## src/rtl/rover_pkg.sv

```systemverilog
// Shared definitions for the rover drive-motor controller: FSM state codes,
// default PWM / duty / phase-length constants and small helper functions.
package rover_pkg;

  localparam int unsigned STATE_W = 3;

  typedef enum logic [STATE_W-1:0] {
    ST_IDLE    = 3'd0,
    ST_DRIVE   = 3'd1,
    ST_BRAKE   = 3'd2,
    ST_REVERSE = 3'd3,
    ST_TURN    = 3'd4
  } state_e;

  // Defaults for a 100 MHz clock: 20 kHz PWM, 0.1 s / 0.5 s / 0.3 s escape phases
  localparam int unsigned PWM_PERIOD_DEF = 5000;
  localparam int unsigned DUTY_FWD_DEF   = 3750;
  localparam int unsigned DUTY_REV_DEF   = 2500;
  localparam int unsigned DUTY_TURN_DEF  = 2500;
  localparam int unsigned BRAKE_CYC_DEF  = 10_000_000;
  localparam int unsigned REV_CYC_DEF    = 50_000_000;
  localparam int unsigned TURN_CYC_DEF   = 30_000_000;
  localparam int unsigned CRASH_FILT_DEF = 4;

  // Largest of three phase lengths, used to size the shared phase timer
  function automatic int unsigned max3(input int unsigned a, input int unsigned b,
                                       input int unsigned c);
    int unsigned m;
    m = a;
    if (b > m) m = b;
    if (c > m) m = c;
    return m;
  endfunction

  // True for the states that make up the escape sequence
  function automatic logic is_busy(input state_e s);
    return (s == ST_BRAKE) || (s == ST_REVERSE) || (s == ST_TURN);
  endfunction

endpackage

```

## src/rtl/rover_motor_ctrl_if.sv

```systemverilog
// Command / motor-drive bundle of the rover motor controller.
//   en, crash          : drive request and raw crash flag (into the controller)
//   pwm_l/r, dir_l/r   : H-bridge PWM and direction (1 = forward)
//   state, busy        : current FSM state code, escape sequence in progress
interface rover_motor_ctrl_if;
  import rover_pkg::*;

  logic               en;
  logic               crash;
  logic               pwm_l;
  logic               pwm_r;
  logic               dir_l;
  logic               dir_r;
  logic [STATE_W-1:0] state;
  logic               busy;

  modport master (
    output en, crash,
    input  pwm_l, pwm_r, dir_l, dir_r, state, busy
  );

  modport slave (
    input  en, crash,
    output pwm_l, pwm_r, dir_l, dir_r, state, busy
  );

endinterface

```

## src/rtl/crash_filter.sv

```systemverilog
// Debounces the proximity sensor crash flag: q only changes after CRASH_FILT
// consecutive samples of d that disagree with it.
//   clk, rst_n : clock, synchronous active-low reset
//   d          : raw crash flag
//   q          : filtered crash flag (registered, resets to 0)
module crash_filter #(
  parameter int unsigned CRASH_FILT = 4
) (
  input  logic clk,
  input  logic rst_n,
  input  logic d,
  output logic q
);
  localparam int unsigned CW = $clog2(CRASH_FILT + 1);

  logic [CW-1:0] cnt_q;

  // Count disagreeing samples; any agreeing sample restarts the count
  always_ff @(posedge clk) begin
    if (!rst_n) begin
      q     <= 1'b0;
      cnt_q <= '0;
    end else if (d == q) begin
      cnt_q <= '0;
    end else if (cnt_q == CW'(CRASH_FILT - 1)) begin
      q     <= d;
      cnt_q <= '0;
    end else begin
      cnt_q <= cnt_q + CW'(1);
    end
  end

endmodule

```

## src/rtl/rover_motor_ctrl.sv

```systemverilog
// Two-motor rover drive controller. Drives forward while en is set; on a
// filtered crash runs brake -> reverse -> pivot-right escape, then resumes.
//   clk, rst_n : clock, synchronous active-low reset
//   bus        : en/crash in; pwm_l/r, dir_l/r, state, busy out (all registered)
module rover_motor_ctrl
  import rover_pkg::*;
#(
  parameter int unsigned PWM_PERIOD = PWM_PERIOD_DEF,
  parameter int unsigned DUTY_FWD   = DUTY_FWD_DEF,
  parameter int unsigned DUTY_REV   = DUTY_REV_DEF,
  parameter int unsigned DUTY_TURN  = DUTY_TURN_DEF,
  parameter int unsigned BRAKE_CYC  = BRAKE_CYC_DEF,
  parameter int unsigned REV_CYC    = REV_CYC_DEF,
  parameter int unsigned TURN_CYC   = TURN_CYC_DEF,
  parameter int unsigned CRASH_FILT = CRASH_FILT_DEF
) (
  input  logic              clk,
  input  logic              rst_n,
  rover_motor_ctrl_if.slave bus
);
  // Wide enough to hold PWM_PERIOD itself so duty = period compares as always-high
  localparam int unsigned PW = $clog2(PWM_PERIOD + 1);
  localparam int unsigned TW = $clog2(max3(BRAKE_CYC, REV_CYC, TURN_CYC) + 1);

  state_e        state_q;
  state_e        next_state;
  logic [TW-1:0] timer_q;
  logic [PW-1:0] pwm_cnt_q;
  logic [PW-1:0] duty_c;
  logic          dir_l_c;
  logic          dir_r_c;
  logic          pwm_q;
  logic          dir_l_q;
  logic          dir_r_q;
  logic          busy_q;
  logic          crash_f;
  logic          brake_done;
  logic          rev_done;
  logic          turn_done;

  crash_filter #(
    .CRASH_FILT (CRASH_FILT)
  ) u_crash_filter (
    .clk   (clk),
    .rst_n (rst_n),
    .d     (bus.crash),
    .q     (crash_f)
  );

  // Phase ends on its last cycle so each phase lasts exactly *_CYC cycles
  assign brake_done = (timer_q == TW'(BRAKE_CYC - 1));
  assign rev_done   = (timer_q == TW'(REV_CYC - 1));
  assign turn_done  = (timer_q == TW'(TURN_CYC - 1));

  // State register
  always_ff @(posedge clk) begin
    if (!rst_n) state_q <= ST_IDLE;
    else        state_q <= next_state;
  end

  // Next-state logic; dropping en aborts the escape sequence immediately
  always_comb begin
    next_state = state_q;
    case (state_q)
      ST_IDLE: begin
        if (bus.en && !crash_f) next_state = ST_DRIVE;
      end
      ST_DRIVE: begin
        if (crash_f)      next_state = ST_BRAKE;
        else if (!bus.en) next_state = ST_IDLE;
      end
      ST_BRAKE: begin
        if (!bus.en)         next_state = ST_IDLE;
        else if (brake_done) next_state = ST_REVERSE;
      end
      ST_REVERSE: begin
        if (!bus.en)       next_state = ST_IDLE;
        else if (rev_done) next_state = ST_TURN;
      end
      ST_TURN: begin
        if (!bus.en)        next_state = ST_IDLE;
        else if (turn_done) next_state = crash_f ? ST_BRAKE : ST_DRIVE;
      end
      default: next_state = ST_IDLE;
    endcase
  end

  // Per-state duty and direction; IDLE/BRAKE keep the last direction
  always_comb begin
    duty_c  = '0;
    dir_l_c = dir_l_q;
    dir_r_c = dir_r_q;
    case (state_q)
      ST_DRIVE: begin
        duty_c  = PW'(DUTY_FWD);
        dir_l_c = 1'b1;
        dir_r_c = 1'b1;
      end
      ST_REVERSE: begin
        duty_c  = PW'(DUTY_REV);
        dir_l_c = 1'b0;
        dir_r_c = 1'b0;
      end
      ST_TURN: begin
        duty_c  = PW'(DUTY_TURN);
        dir_l_c = 1'b1;
        dir_r_c = 1'b0;
      end
      default: ;
    endcase
  end

  // Phase timer and PWM counter restart on every state change
  always_ff @(posedge clk) begin
    if (!rst_n) begin
      timer_q   <= '0;
      pwm_cnt_q <= '0;
    end else if (next_state != state_q) begin
      timer_q   <= '0;
      pwm_cnt_q <= '0;
    end else begin
      timer_q   <= is_busy(state_q) ? timer_q + TW'(1) : '0;
      pwm_cnt_q <= (pwm_cnt_q == PW'(PWM_PERIOD - 1)) ? '0 : pwm_cnt_q + PW'(1);
    end
  end

  // Output registers: PWM/dir trail state by one cycle so they never glitch
  always_ff @(posedge clk) begin
    if (!rst_n) begin
      pwm_q   <= 1'b0;
      dir_l_q <= 1'b1;
      dir_r_q <= 1'b1;
      busy_q  <= 1'b0;
    end else begin
      pwm_q   <= (pwm_cnt_q < duty_c);
      dir_l_q <= dir_l_c;
      dir_r_q <= dir_r_c;
      busy_q  <= is_busy(next_state);
    end
  end

  assign bus.pwm_l = pwm_q;
  assign bus.pwm_r = pwm_q;
  assign bus.dir_l = dir_l_q;
  assign bus.dir_r = dir_r_q;
  assign bus.state = state_q;
  assign bus.busy  = busy_q;

endmodule
```

## src/flat_wrapper.sv

```systemverilog
// flat-port wrapper written by rule: the top's interface ports become plain ports
module rover_motor_ctrl_flat import rover_pkg::*;
#(
  parameter int unsigned PWM_PERIOD = PWM_PERIOD_DEF,
  parameter int unsigned DUTY_FWD   = DUTY_FWD_DEF,
  parameter int unsigned DUTY_REV   = DUTY_REV_DEF,
  parameter int unsigned DUTY_TURN  = DUTY_TURN_DEF,
  parameter int unsigned BRAKE_CYC  = BRAKE_CYC_DEF,
  parameter int unsigned REV_CYC    = REV_CYC_DEF,
  parameter int unsigned TURN_CYC   = TURN_CYC_DEF,
  parameter int unsigned CRASH_FILT = CRASH_FILT_DEF
)
  (clk, rst_n, bus_en, bus_crash, bus_pwm_l, bus_pwm_r, bus_dir_l, bus_dir_r, bus_state, bus_busy);
  rover_motor_ctrl_if bus_i ();
  input  logic clk;
  input  logic rst_n;
  input wire logic [$bits(bus_i.en)-1:0] bus_en;
  input wire logic [$bits(bus_i.crash)-1:0] bus_crash;
  output wire logic [$bits(bus_i.pwm_l)-1:0] bus_pwm_l;
  output wire logic [$bits(bus_i.pwm_r)-1:0] bus_pwm_r;
  output wire logic [$bits(bus_i.dir_l)-1:0] bus_dir_l;
  output wire logic [$bits(bus_i.dir_r)-1:0] bus_dir_r;
  output wire logic [$bits(bus_i.state)-1:0] bus_state;
  output wire logic [$bits(bus_i.busy)-1:0] bus_busy;
  assign bus_i.en = bus_en;
  assign bus_i.crash = bus_crash;
  assign bus_pwm_l = bus_i.pwm_l;
  assign bus_pwm_r = bus_i.pwm_r;
  assign bus_dir_l = bus_i.dir_l;
  assign bus_dir_r = bus_i.dir_r;
  assign bus_state = bus_i.state;
  assign bus_busy = bus_i.busy;
  rover_motor_ctrl #(.PWM_PERIOD(PWM_PERIOD), .DUTY_FWD(DUTY_FWD), .DUTY_REV(DUTY_REV), .DUTY_TURN(DUTY_TURN), .BRAKE_CYC(BRAKE_CYC), .REV_CYC(REV_CYC), .TURN_CYC(TURN_CYC), .CRASH_FILT(CRASH_FILT)) u_core (.clk(clk), .rst_n(rst_n), .bus(bus_i));
endmodule
```

## config.mk

```make
export PLATFORM = sky130hd
export DESIGN_NAME = rover_motor_ctrl_flat
export DESIGN_NICKNAME = d
export VERILOG_FILES = /design/src/rtl/rover_pkg.sv /design/src/rtl/rover_motor_ctrl_if.sv /design/src/rtl/crash_filter.sv /design/src/rtl/rover_motor_ctrl.sv /design/src/flat_wrapper.sv
export SDC_FILE = /design/constraint.sdc
export NUM_CORES = 1
export LEC_CHECK = 0
export BUFFER_PORTS_ARGS = -buffer_cell sky130_fd_sc_hd__clkbuf_2
export CORE_MARGIN = 2
export CORE_UTILIZATION = 40
export CTS_CLUSTER_SIZE = 28
export DETAILED_ROUTE_END_ITERATION = 6
export GPL_TIMING_DRIVEN = 1
export PLACE_DENSITY_LB_ADDON = 0.15
export SKIP_CTS_REPAIR_TIMING = 1
export SYNTH_ARGS = -nofsm -noshare
export SYNTH_HDL_FRONTEND = slang
export SYNTH_SLANG_ARGS = --single-unit
```

## constraint.sdc

```tcl
create_clock -name clk -period 4.4 [get_ports clk]
set_input_delay 0 -clock clk [delete_from_list [all_inputs] [get_ports clk]]
set_output_delay 0 -clock clk [all_outputs]
set_load 0.1 [all_outputs]
```

==> results of run 1 <==
## registers in the layout (all words and copies together) (netlist names)
register	cells
u_core.bus.busy	1
u_core.bus.dir_l	1
u_core.bus.dir_r	1
u_core.bus.pwm_l	1
u_core.bus.state	3
u_core.pwm_cnt_q	13
u_core.timer_q	26
u_core.u_crash_filter.cnt_q	3
u_core.u_crash_filter.q	1
## through the flow
step	setup WS (ns)	utilization, %
after global placement	1.32	42.5
final	1.65	44.3
after global routing	1.42	44.3
after CTS	1.39	43.9
after floorplan	1.34	-
after detailed placement	1.41	42.5
## cells in the mapped netlist (2+ instances only)
master	n	area share (%)
or4_4	2	0.76
buf_4	3	0.76
buf_2	10	1.7
xnor2_1	18	5.3
and4_2	2	0.68
inv_1	12	1.5
or4bb_1	2	0.76
nand3b_1	2	0.51
a21oi_1	9	1.5
nand2b_1	3	0.63
or4b_1	2	0.68
and2_1	2	0.42
o21ai_0	13	2.2
a21o_1	2	0.51
xor2_1	19	5.6
dfxtp_1	50	34
clkbuf_1	7	0.89
a31oi_1	2	0.42
nor2_1	19	2.4
nor4_1	10	2.1
nand4_1	10	2.1
a211oi_1	36	9.1
a2111oi_0	3	0.89
or3_1	3	0.63
and3_1	2	0.42
ha_1	12	5.1
nand3_1	19	3.2
nor2b_1	2	0.42
and4_1	4	1.2
o211ai_1	5	1.3
o31a_1	2	0.59
nand2_1	22	2.8
nor3_1	6	1.0
nor4b_1	4	1.2
## layer usage
metal / wire length (µm) / track usage, % / vias to the layer above
met2: 3200 / 28.8 / 51
met1: 3400 / 24.5 / 1218
met4: 88 / 3.97 / 0
met3: 236 / 3.44 / 9
li1: - / - / 1263
met5: 0 / 0 / -
## worst reg2reg max path, stage by stage, from the launching register on
cell and delay (ns):
dfxtp_1 0.38, or4b_1 0.70, nor4b_1 0.37, nand4b_1 0.14
o21ai_1 0.76, a2111oi_0 0.23
## layout make-up
type                       instances  share of cell area [%]
tap                               99                    3.88
clock buffer                       6                    2.58
multi-input combinational        252                    57.4
timing repair buffer              16                    3.05
clock inverter                     2                   0.392
inverter                          12                    1.41
sequential                        50                    31.3
## power by group through the flow
stage / Clock [µW] / Sequential, µW / Combinational, µW
after floorplan: 0 / 490 / 38.1
after global placement: 0 / 474 / 67.6
after detailed placement: 0 / 474 / 67.9
after CTS: 300 / 463 / 68.2
after global routing: 317 / 465 / 74.6
final: 295 / 463 / 68.8
## worst min path at each step
stage | from | endpoint | slack (ns) | cells past startpoint
after global placement | rst_n | u_core.bus.dir_r | 0.21 | 2
final | bus_en | u_core.bus.state[0] | 0.13 | 4
after floorplan | rst_n | u_core.bus.dir_r | 0.07 | 1
after detailed placement | rst_n | u_core.bus.dir_r | 0.21 | 2
after CTS | rst_n | u_core.bus.dir_r | -0.12 | 2
after global routing | bus_en | u_core.bus.state[0] | 0.14 | 4
## logic make-up (layout without fill, tap and decap cells)
logic type | Yosys count | after routing
mux | 1 | 1
xor+xnor | 37 | 37
compound gates | 80 | 80
simple gates | 122 | 122
fa+ha+maj | 12 | 12
flops | 50 | 50
buf+inv | 33 | 36
==> flow_summary_export.csv, run 1 <==
group,metric,value,unit
power_and_ir_drop,vdd_drop_max,112,µV
clock_tree,insertion_delay,0.31,ns
synthesis,synth_cells,335,
routing,wirelength,6.93,mm
synthesis,syn_nets,351,
die,die_area,0.00811,mm²
die,start_util,41.0,%
critical_path,cp_max_fo,13,
flow_run,maxCapViolations,0,
layout,diodes,0,
critical_path,setup.worst_path.class,"flip-flop to flip-flop",
synthesis,async_flop_share,0,%
power_and_ir_drop,leakagePower,0.00102,µW
grt,antenna_found_initial,0,
layout,regArea,0.00100,mm²
critical_path,max_stage_delay,0.76,ns
synthesis,synth_area,0.00296,mm²
placement,post_dp_cell_area,0.00307,mm²
critical_path,cp-startpoint,"u_core.timer_q[16]",
grt,grt_pass1_wl,12.0,mm
layout,multiInputGateArea,0.00183,mm²
synthesis,synth_top_family_by_area,"simple AND/OR/NAND/NOR gates",
routing,vias_per_cell,5.81,
clock_tree,clock-root-buffer,"clkbuf_8",
clock_tree,cts_tree,"done",
sta,maxSlewViolCount,0,
layout,nNetsFinal,353,
critical_path,cpMaxStageDelayCell,"o21ai_1",
critical_path,cp.depth,5,
die,core,0.00721,mm²
routing,ant_nets,0,
synthesis,yosys.cell_types.count,50,
layout,drive_above_1_share,10.1,%
critical_path,crit_path_end_kind,"flip-flop",
critical_path,cpLargestDelayFamily,"simple AND/OR/NAND/NOR gates",
layout,final_cell_area,0.00320,mm²
critical_path,r2r_start,"u_core.timer_q[16]",
placement,dp_hpwl,4.67,mm
sta,slew-limit-headroom,21.2,%
grt,track_usage,17.8,%
synthesis,synthAdderAreaFrac,5.07,%
sta,fin_skew,0.0113,ns
placement,place.gp.congestion,0.803,
grt,gr-total-overflow,0,
die,die_w,90.0,µm
clock_tree,clk_path_buf_depth,2,
placement,placed_cells,427,
sta,finalSetupViolCount,0,
clock_tree,numCtsBuffers,5,
min_path,hold_class,"input port to flip-flop",
routing,dr.pass1.iters,4,
grt,grt_pass1_vias,2430,
critical_path,r2r_end,"u_core.pwm_cnt_q[0]",
power_and_ir_drop,clockPowerShare,35.7,%
synthesis,ys.flop_type,"dfxtp_1",
clock_tree,htree_num_levels,2,
sta,rsz0062_at_grt,"no",
power_and_ir_drop,seq_power_share,56.0,%
critical_path,endpoint,"u_core.pwm_cnt_q[0]",
routing,vias,2541,
synthesis,synth-simple-area-share,24.6,%
synthesis,ys_seq_area_share,33.8,%
layout,final_cell_mix,"dfxtp_1 (50), a211oi_1 (36), nand2_1 (22)",
sta,period_share,62.6,%
critical_path,crit_required,4.55,ns
placement,portBuffers,11,
die,rows,31,
routing,drc,0,
clock_tree,clk_pin_slew_worst_paths,0.10,ns
die,die_h,90.0,µm
sta,min_period,2.75,ns
power_and_ir_drop,p_int,602,µW
critical_path,critical_path.cell_chain,"or4b_1 > nor4b_1 > nand4b_1 > o21ai_1 > a2111oi_0",
die,pin_count,12,
grt,grt_max_degree,40,
sta,setup_tns,0,ns
run_status,status,"finished, final reports clean",
power_and_ir_drop,power_frac_comb,8.3,%
power_and_ir_drop,pwr_density_cell,259,mW/mm²
layout,final_cells,437,
synthesis,synth.area.mux_share,0.338,%
layout,n_fill_cell,736,
synthesis,avgSynthCellArea,8.84,µm²
synthesis,synth-edff-count,0,
routing,wl_per_cell,15.8,µm
sta,finalHoldViolCount,0,
layout,area_growth,7.95,%
power_and_ir_drop,switching_share,27.2,%
sta,fmax,0.363,GHz
sta,hold_ws,0.128,ns
synthesis,synth-compound-area-share,20.2,%
critical_path,r2r_cells,5,
clock_tree,cts_sinks,50,
synthesis,synth-xor-area-share,10.9,%
routing,initialDrtViolationCount,109,
critical_path,start_kind,"flip-flop",
critical_path,crit_buf_inv,0,
synthesis,synth_seq_cells,50,
power_and_ir_drop,finalPower,827,µW
critical_path,arrival,2.90,ns
synthesis,ys_warn_count,0,
sta,tightest_slew,1.18,ns
critical_path,ff2ff_setup_slack,1.65,ns
layout,final_common_cell,"dfxtp_1",
power_and_ir_drop,p_sw,225,µW
(Power assumes the default switching activity.)
==> run 2: changes to the inputs <==
==> constraint.sdc (replaced) <==
create_clock -name clk -period 2.3 [get_ports clk]
set_input_delay 0 -clock clk [delete_from_list [all_inputs] [get_ports clk]]
set_output_delay 0 -clock clk [all_outputs]
set_load 0.1 [all_outputs]
==> run 2 against run 1 <==
The run now ends with negative hold slack left. Sequential share of layout area fell by 1.7 points. Combinational power up 110%. Sequential power increased by 90%. Utilization up 3.1 points. Global-route usage about the same. Setup slack got worse by 1.6 ns. Flip-flop and latch count is the same. Die area is the same. Clock power increased by 100%. Via count is 0.87% higher. Critical path type unchanged.
==> flow_summary_export.csv, run 2 (synthesis gave the netlist of run 1 again) <==
group,metric,value,unit
sta,finalSetupViolCount,0,
power_and_ir_drop,p_int,1220,µW
routing,vias_per_cell,5.61,
routing,ant_nets,0,
sta,period_share,96.9,%
die,die_w,90.0,µm
power_and_ir_drop,seq_power_share,54.4,%
clock_tree,clk_pin_slew_worst_paths,0.09,ns
routing,vias,2563,
clock_tree,htree_num_levels,2,
placement,dp_hpwl,5.12,mm
critical_path,cp_max_fo,22,
layout,final_common_cell,"dfxtp_1",
sta,tightest_slew,0.540,ns
power_and_ir_drop,vdd_drop_max,224,µV
sta,maxSlewViolCount,0,
run_status,status,"finished, violations left",
die,rows,31,
grt,antenna_found_initial,0,
power_and_ir_drop,p_sw,400,µW
routing,dr.pass1.iters,4,
critical_path,max_stage_delay,0.41,ns
die,die_h,90.0,µm
grt,track_usage,17.8,%
critical_path,crit_required,2.47,ns
placement,placed_cells,448,
layout,area_growth,15.4,%
routing,wl_per_cell,15.3,µm
critical_path,start_kind,"flip-flop",
layout,final_cell_mix,"dfxtp_1 (47), a211oi_1 (36), nand2_1 (22)",
sta,hold_ws,-0.0259,ns
placement,portBuffers,11,
sta,slew-limit-headroom,64.2,%
die,start_util,41.0,%
min_path,hold_class,"input port to flip-flop",
die,die_area,0.00811,mm²
placement,place.gp.congestion,0.829,
layout,drive_above_1_share,17.0,%
layout,utilization,47.3,%
layout,final_cells,457,
power_and_ir_drop,switching_share,24.7,%
sta,fin_skew,0.00741,ns
layout,largest_register_ffs,26,
clock_tree,clk_path_buf_depth,2,
power_and_ir_drop,power_frac_comb,9.0,%
die,core,0.00721,mm²
clock_tree,numCtsBuffers,5,
sta,fmax,0.449,GHz
routing,drc,0,
clock_tree,clock-root-buffer,"clkbuf_8",
layout,diodes,0,
clock_tree,cts_sinks,50,
power_and_ir_drop,leakagePower,0.00116,µW
clock_tree,insertion_delay,0.29,ns
critical_path,arrival,2.40,ns
grt,grt_pass1_wl,12.1,mm
sta,finalHoldViolCount,1,
layout,top_register,"u_core.timer_q",
sta,rsz0062_at_grt,"no",
sta,min_period,2.23,ns
routing,initialDrtViolationCount,100,
critical_path,setup.worst_path.class,"flip-flop to flip-flop",
critical_path,crit_path_end_kind,"flip-flop",
run_status,violations,"negative hold slack",
critical_path,crit_buf_inv,1,
clock_tree,cts_tree,"done",
critical_path,cpMaxStageDelayCell,"or3b_1",
critical_path,cpLargestDelayFamily,"simple AND/OR/NAND/NOR gates",
routing,wirelength,7.00,mm
layout,top_regs,"u_core.timer_q: 26 flops, u_core.pwm_cnt_q: 13 flops",
power_and_ir_drop,pwr_density_cell,474,mW/mm²
grt,grt_max_degree,27,
flow_run,maxCapViolations,0,
sta,setup_tns,0,ns
grt,grt_pass1_vias,2460,
layout,n_fill_cell,736,
grt,gr-total-overflow,0,
die,pin_count,12,
layout,nNetsFinal,373,
power_and_ir_drop,clockPowerShare,36.7,%
critical_path,critical_path.cell_chain,"or3b_1 > or3_1 > o31a_1 > o211ai_2 > buf_12 > a2111oi_0",
## run 2: cell count changes in the layout (fill, tap and decap cells not counted), sizes merged
cell,before,now
buf,3,24
clkbuf,17,19
clkinv,1,0
clkinvlp,1,0
dlygate4sd3,2,1
## run 2: worst register-to-register path, cell delays in order, from the launching register on
cell and delay, ns:
dfxtp_1 0.40, or3b_1 0.41, or3_1 0.37, o31a_1 0.36, o211ai_2 0.28, buf_12 0.20
a2111oi_0 0.09
## run 2: power by group through the flow
stage               logic, µW  clock network, µW  registers (µW)
floorplan                73.5                  0             935
global placement          143                  0             901
detailed placement        144                  0             901
CTS                       145                616             881
global route              157                653             883
finish                    145                594             881
## run 2: path summary, 6_finish.rpt
kind	start	cells after the start	slack (ns)	to
setup / recovery	u_core.timer_q[15]	6	0.07	u_core.pwm_cnt_q[0]
hold / removal	bus_crash	3	-0.03	u_core.u_crash_filter.q
setup reg to reg	u_core.timer_q[15]	6	0.07	u_core.pwm_cnt_q[0]
hold reg to reg	u_core.u_crash_filter.cnt_q[0]	1	0.43	u_core.u_crash_filter.cnt_q[0]
## run 2: cell type report
cell class	count	area [µm²]	share of cell area [%]
inverters	12	45.0	1.32
multi-input cells	252	1830	53.6
flip-flops and latches	50	1010	29.6
repair buffers	36	295	8.64
well taps	99	124	3.63
clock buffers	8	110	3.22
## run 2: routing by layer
layer  up-vias  routed length, µm  GRT usage (%)
met3         2                156           2.35
met1      1232               3500           24.4
met4         0                 38           4.49
met2        32               3310           29.5
met5         -                  0              0
li1       1297                  -              -
## run 2: metrics by stage
stage	power, µW	cell area (µm²)	hold WS [ns]	setup slack (ns)
6_report	1620	3420	-0.0259	0.0711
5_1_grt	1690	3420	0.0372	0.00409
4_1_cts	1640	3400	-0.0991	0.0819
3_5_place_dp	1050	3290	0.221	0.0964
3_3_place_gp	1040	3290	0.212	0.128
2_1_floorplan	1010	3000	0.0718	-0.00650
==> run 3: changes to the inputs <==
--- a/config.mk
+++ b/config.mk
@@ -6,12 +6,13 @@
 export NUM_CORES = 1
 export LEC_CHECK = 0
 export BUFFER_PORTS_ARGS = -buffer_cell sky130_fd_sc_hd__clkbuf_2
+export CORE_ASPECT_RATIO = 0.5
 export CORE_MARGIN = 2
 export CORE_UTILIZATION = 40
 export CTS_CLUSTER_SIZE = 28
 export DETAILED_ROUTE_END_ITERATION = 6
+export GPL_ROUTABILITY_DRIVEN = 0
 export GPL_TIMING_DRIVEN = 1
-export PLACE_DENSITY_LB_ADDON = 0.15
 export SKIP_CTS_REPAIR_TIMING = 1
 export SYNTH_ARGS = -nofsm -noshare
 export SYNTH_HDL_FRONTEND = slang
==> run 3 against run 2 <==
Clock-buffer cell count shrank 1. Largest power group unchanged. Flip-flop and latch count is the same. Critical path depth grew 1. The flow still finishes with violations (negative hold slack). Setup slack gained 0.036 ns. Combinational power shrank 4%. Final cell count shrank 1.3%.
==> flow_summary_export.csv, run 3 (synthesis gave the netlist of run 1 again) <==
group,metric,value,unit
layout,final_common_cell,"dfxtp_1",
critical_path,cp_max_fo,26,
sta,rsz0062_at_grt,"no",
clock_tree,clk_path_buf_depth,2,
routing,vias_per_cell,5.74,
layout,final_cell_area,0.00343,mm²
clock_tree,cts_tree,"done",
placement,portBuffers,11,
die,die_area,0.00815,mm²
critical_path,max_stage_delay,0.59,ns
run_status,status,"finished, violations left",
die,die_w,126,µm
critical_path,arrival,2.36,ns
layout,drive_above_1_share,16.3,%
critical_path,crit_path_end_kind,"flip-flop",
sta,setup_tns,0,ns
critical_path,critical_path.cell_chain,"or4b_1 > buf_4 > nor4_4 > nand2_1 > a22oi_4 > buf_12 > a211oi_1",
clock_tree,numCtsBuffers,5,
routing,wirelength,7.13,mm
layout,diodes,0,
sta,fmax,0.456,GHz
die,core,0.00724,mm²
clock_tree,insertion_delay,0.29,ns
layout,final_cells,451,
grt,gr-total-overflow,0,
sta,maxSlewViolCount,0,
power_and_ir_drop,leakagePower,0.00116,µW
routing,drc,0,
sta,finalSetupViolCount,0,
critical_path,cpMaxStageDelayCell,"or4b_1",
grt,antenna_found_initial,0,
die,rows,22,
layout,largest_register_ffs,26,
placement,post_dp_cell_area,0.00326,mm²
critical_path,crit_required,2.47,ns
clock_tree,clk_pin_slew_worst_paths,0.07,ns
sta,tightest_slew,0.543,ns
die,die_h,64.8,µm
routing,dr.pass1.iters,4,
layout,area_growth,16.0,%
placement,placed_cells,443,
routing,ant_nets,0,
sta,slew-limit-headroom,63.9,%
sta,period_share,95.4,%
layout,top_regs,"u_core.timer_q: 26 flops, u_core.pwm_cnt_q: 13 flops",
power_and_ir_drop,pwr_density_cell,513,mW/mm²
routing,vias,2587,
routing,initialDrtViolationCount,161,
placement,dp_hpwl,5.06,mm
flow_run,maxCapViolations,0,
routing,wl_per_cell,15.8,µm
sta,finalHoldViolCount,1,
grt,grt_pass1_wl,12.3,mm
sta,hold_ws,-0.0144,ns
grt,track_usage,18.4,%
grt,grt_pass1_vias,2566,
die,start_util,40.9,%
critical_path,setup.worst_path.class,"flip-flop to flip-flop",
layout,top_register,"u_core.timer_q",
layout,nNetsFinal,371,
clock_tree,cts_sinks,50,
die,pin_count,12,
clock_tree,clock-root-buffer,"clkbuf_16",
clock_tree,htree_num_levels,2,
power_and_ir_drop,vdd_drop_max,296,µV
min_path,hold_class,"input port to flip-flop",
grt,grt_max_degree,27,
sta,fin_skew,0.00476,ns
critical_path,start_kind,"flip-flop",
run_status,violations,"negative hold slack",
layout,final_cell_mix,"dfxtp_1 (47), a211oi_1 (36), nand2_1 (22)",
sta,min_period,2.19,ns
==> run 3: changes by cell type in the layout (fill, tap and decap cells not counted), sizes merged <==
cell,change
buf,-2
clkbuf,-1
==> run 3: stage by stage <==
stage | setup WS, ns | hold slack (ns) | power (µW) | util [%]
after floorplan | -0.00650 | 0.0718 | 1010 | -
after global placement | 0.0803 | 0.229 | 1040 | 45.0
after detailed placement | 0.0700 | 0.223 | 1040 | 45.0
after CTS | 0.0532 | -0.0723 | 1770 | 47.0
after global routing | 0.00963 | 0.00810 | 1820 | 47.4
final | 0.107 | -0.0144 | 1760 | 47.4
==> run 3: where the power goes <==
| group | leakage (µW) | internal [µW] | switching, µW |
|---|---|---|---|
| sequential | 0.000406 | 873 | 12.5 |
| clock | 0.0000700 | 428 | 309 |
| combinational | 0.000685 | 39.4 | 99.4 |
==> run 3: worst paths after layout <==
| check | from | to | slack, ns | cells past startpoint |
|---|---|---|---|---|
| min | bus_crash | u_core.u_crash_filter.q | -0.01 | 3 |
| min reg2reg | u_core.u_crash_filter.cnt_q[0] | u_core.u_crash_filter.cnt_q[0] | 0.43 | 1 |
| max reg2reg | u_core.timer_q[16] | u_core.timer_q[18] | 0.11 | 7 |
| max | u_core.timer_q[16] | u_core.timer_q[18] | 0.11 | 7 |
==> run 3: final cells by class <==
cell class	instances	area, µm²
sequential	50	1010
multi-input combinational	252	1840
timing repair buffer	34	272
inverter	12	45.0
fill	686	3800
clock buffer	7	143
tap	96	120
==> run 3: per-layer routing <==
metal  GRT usage [%]  share of wire (%)  routed length (µm)
met5               0                  0                   0
met4            4.72                1.3                  95
met3            3.22                2.6                 186
met2            31.4                 46                3310
met1            24.4                 50                3540
==> run 3: worst max-delay path, delay by kind of cell, from the launching register on <==
family	cells	cell delay (ns)
AND/OR/NAND/NOR	3	1.05
buffers and inverters	2	0.38
AO/OA/AOI/OAI	2	0.31
flip-flops	1	0.31
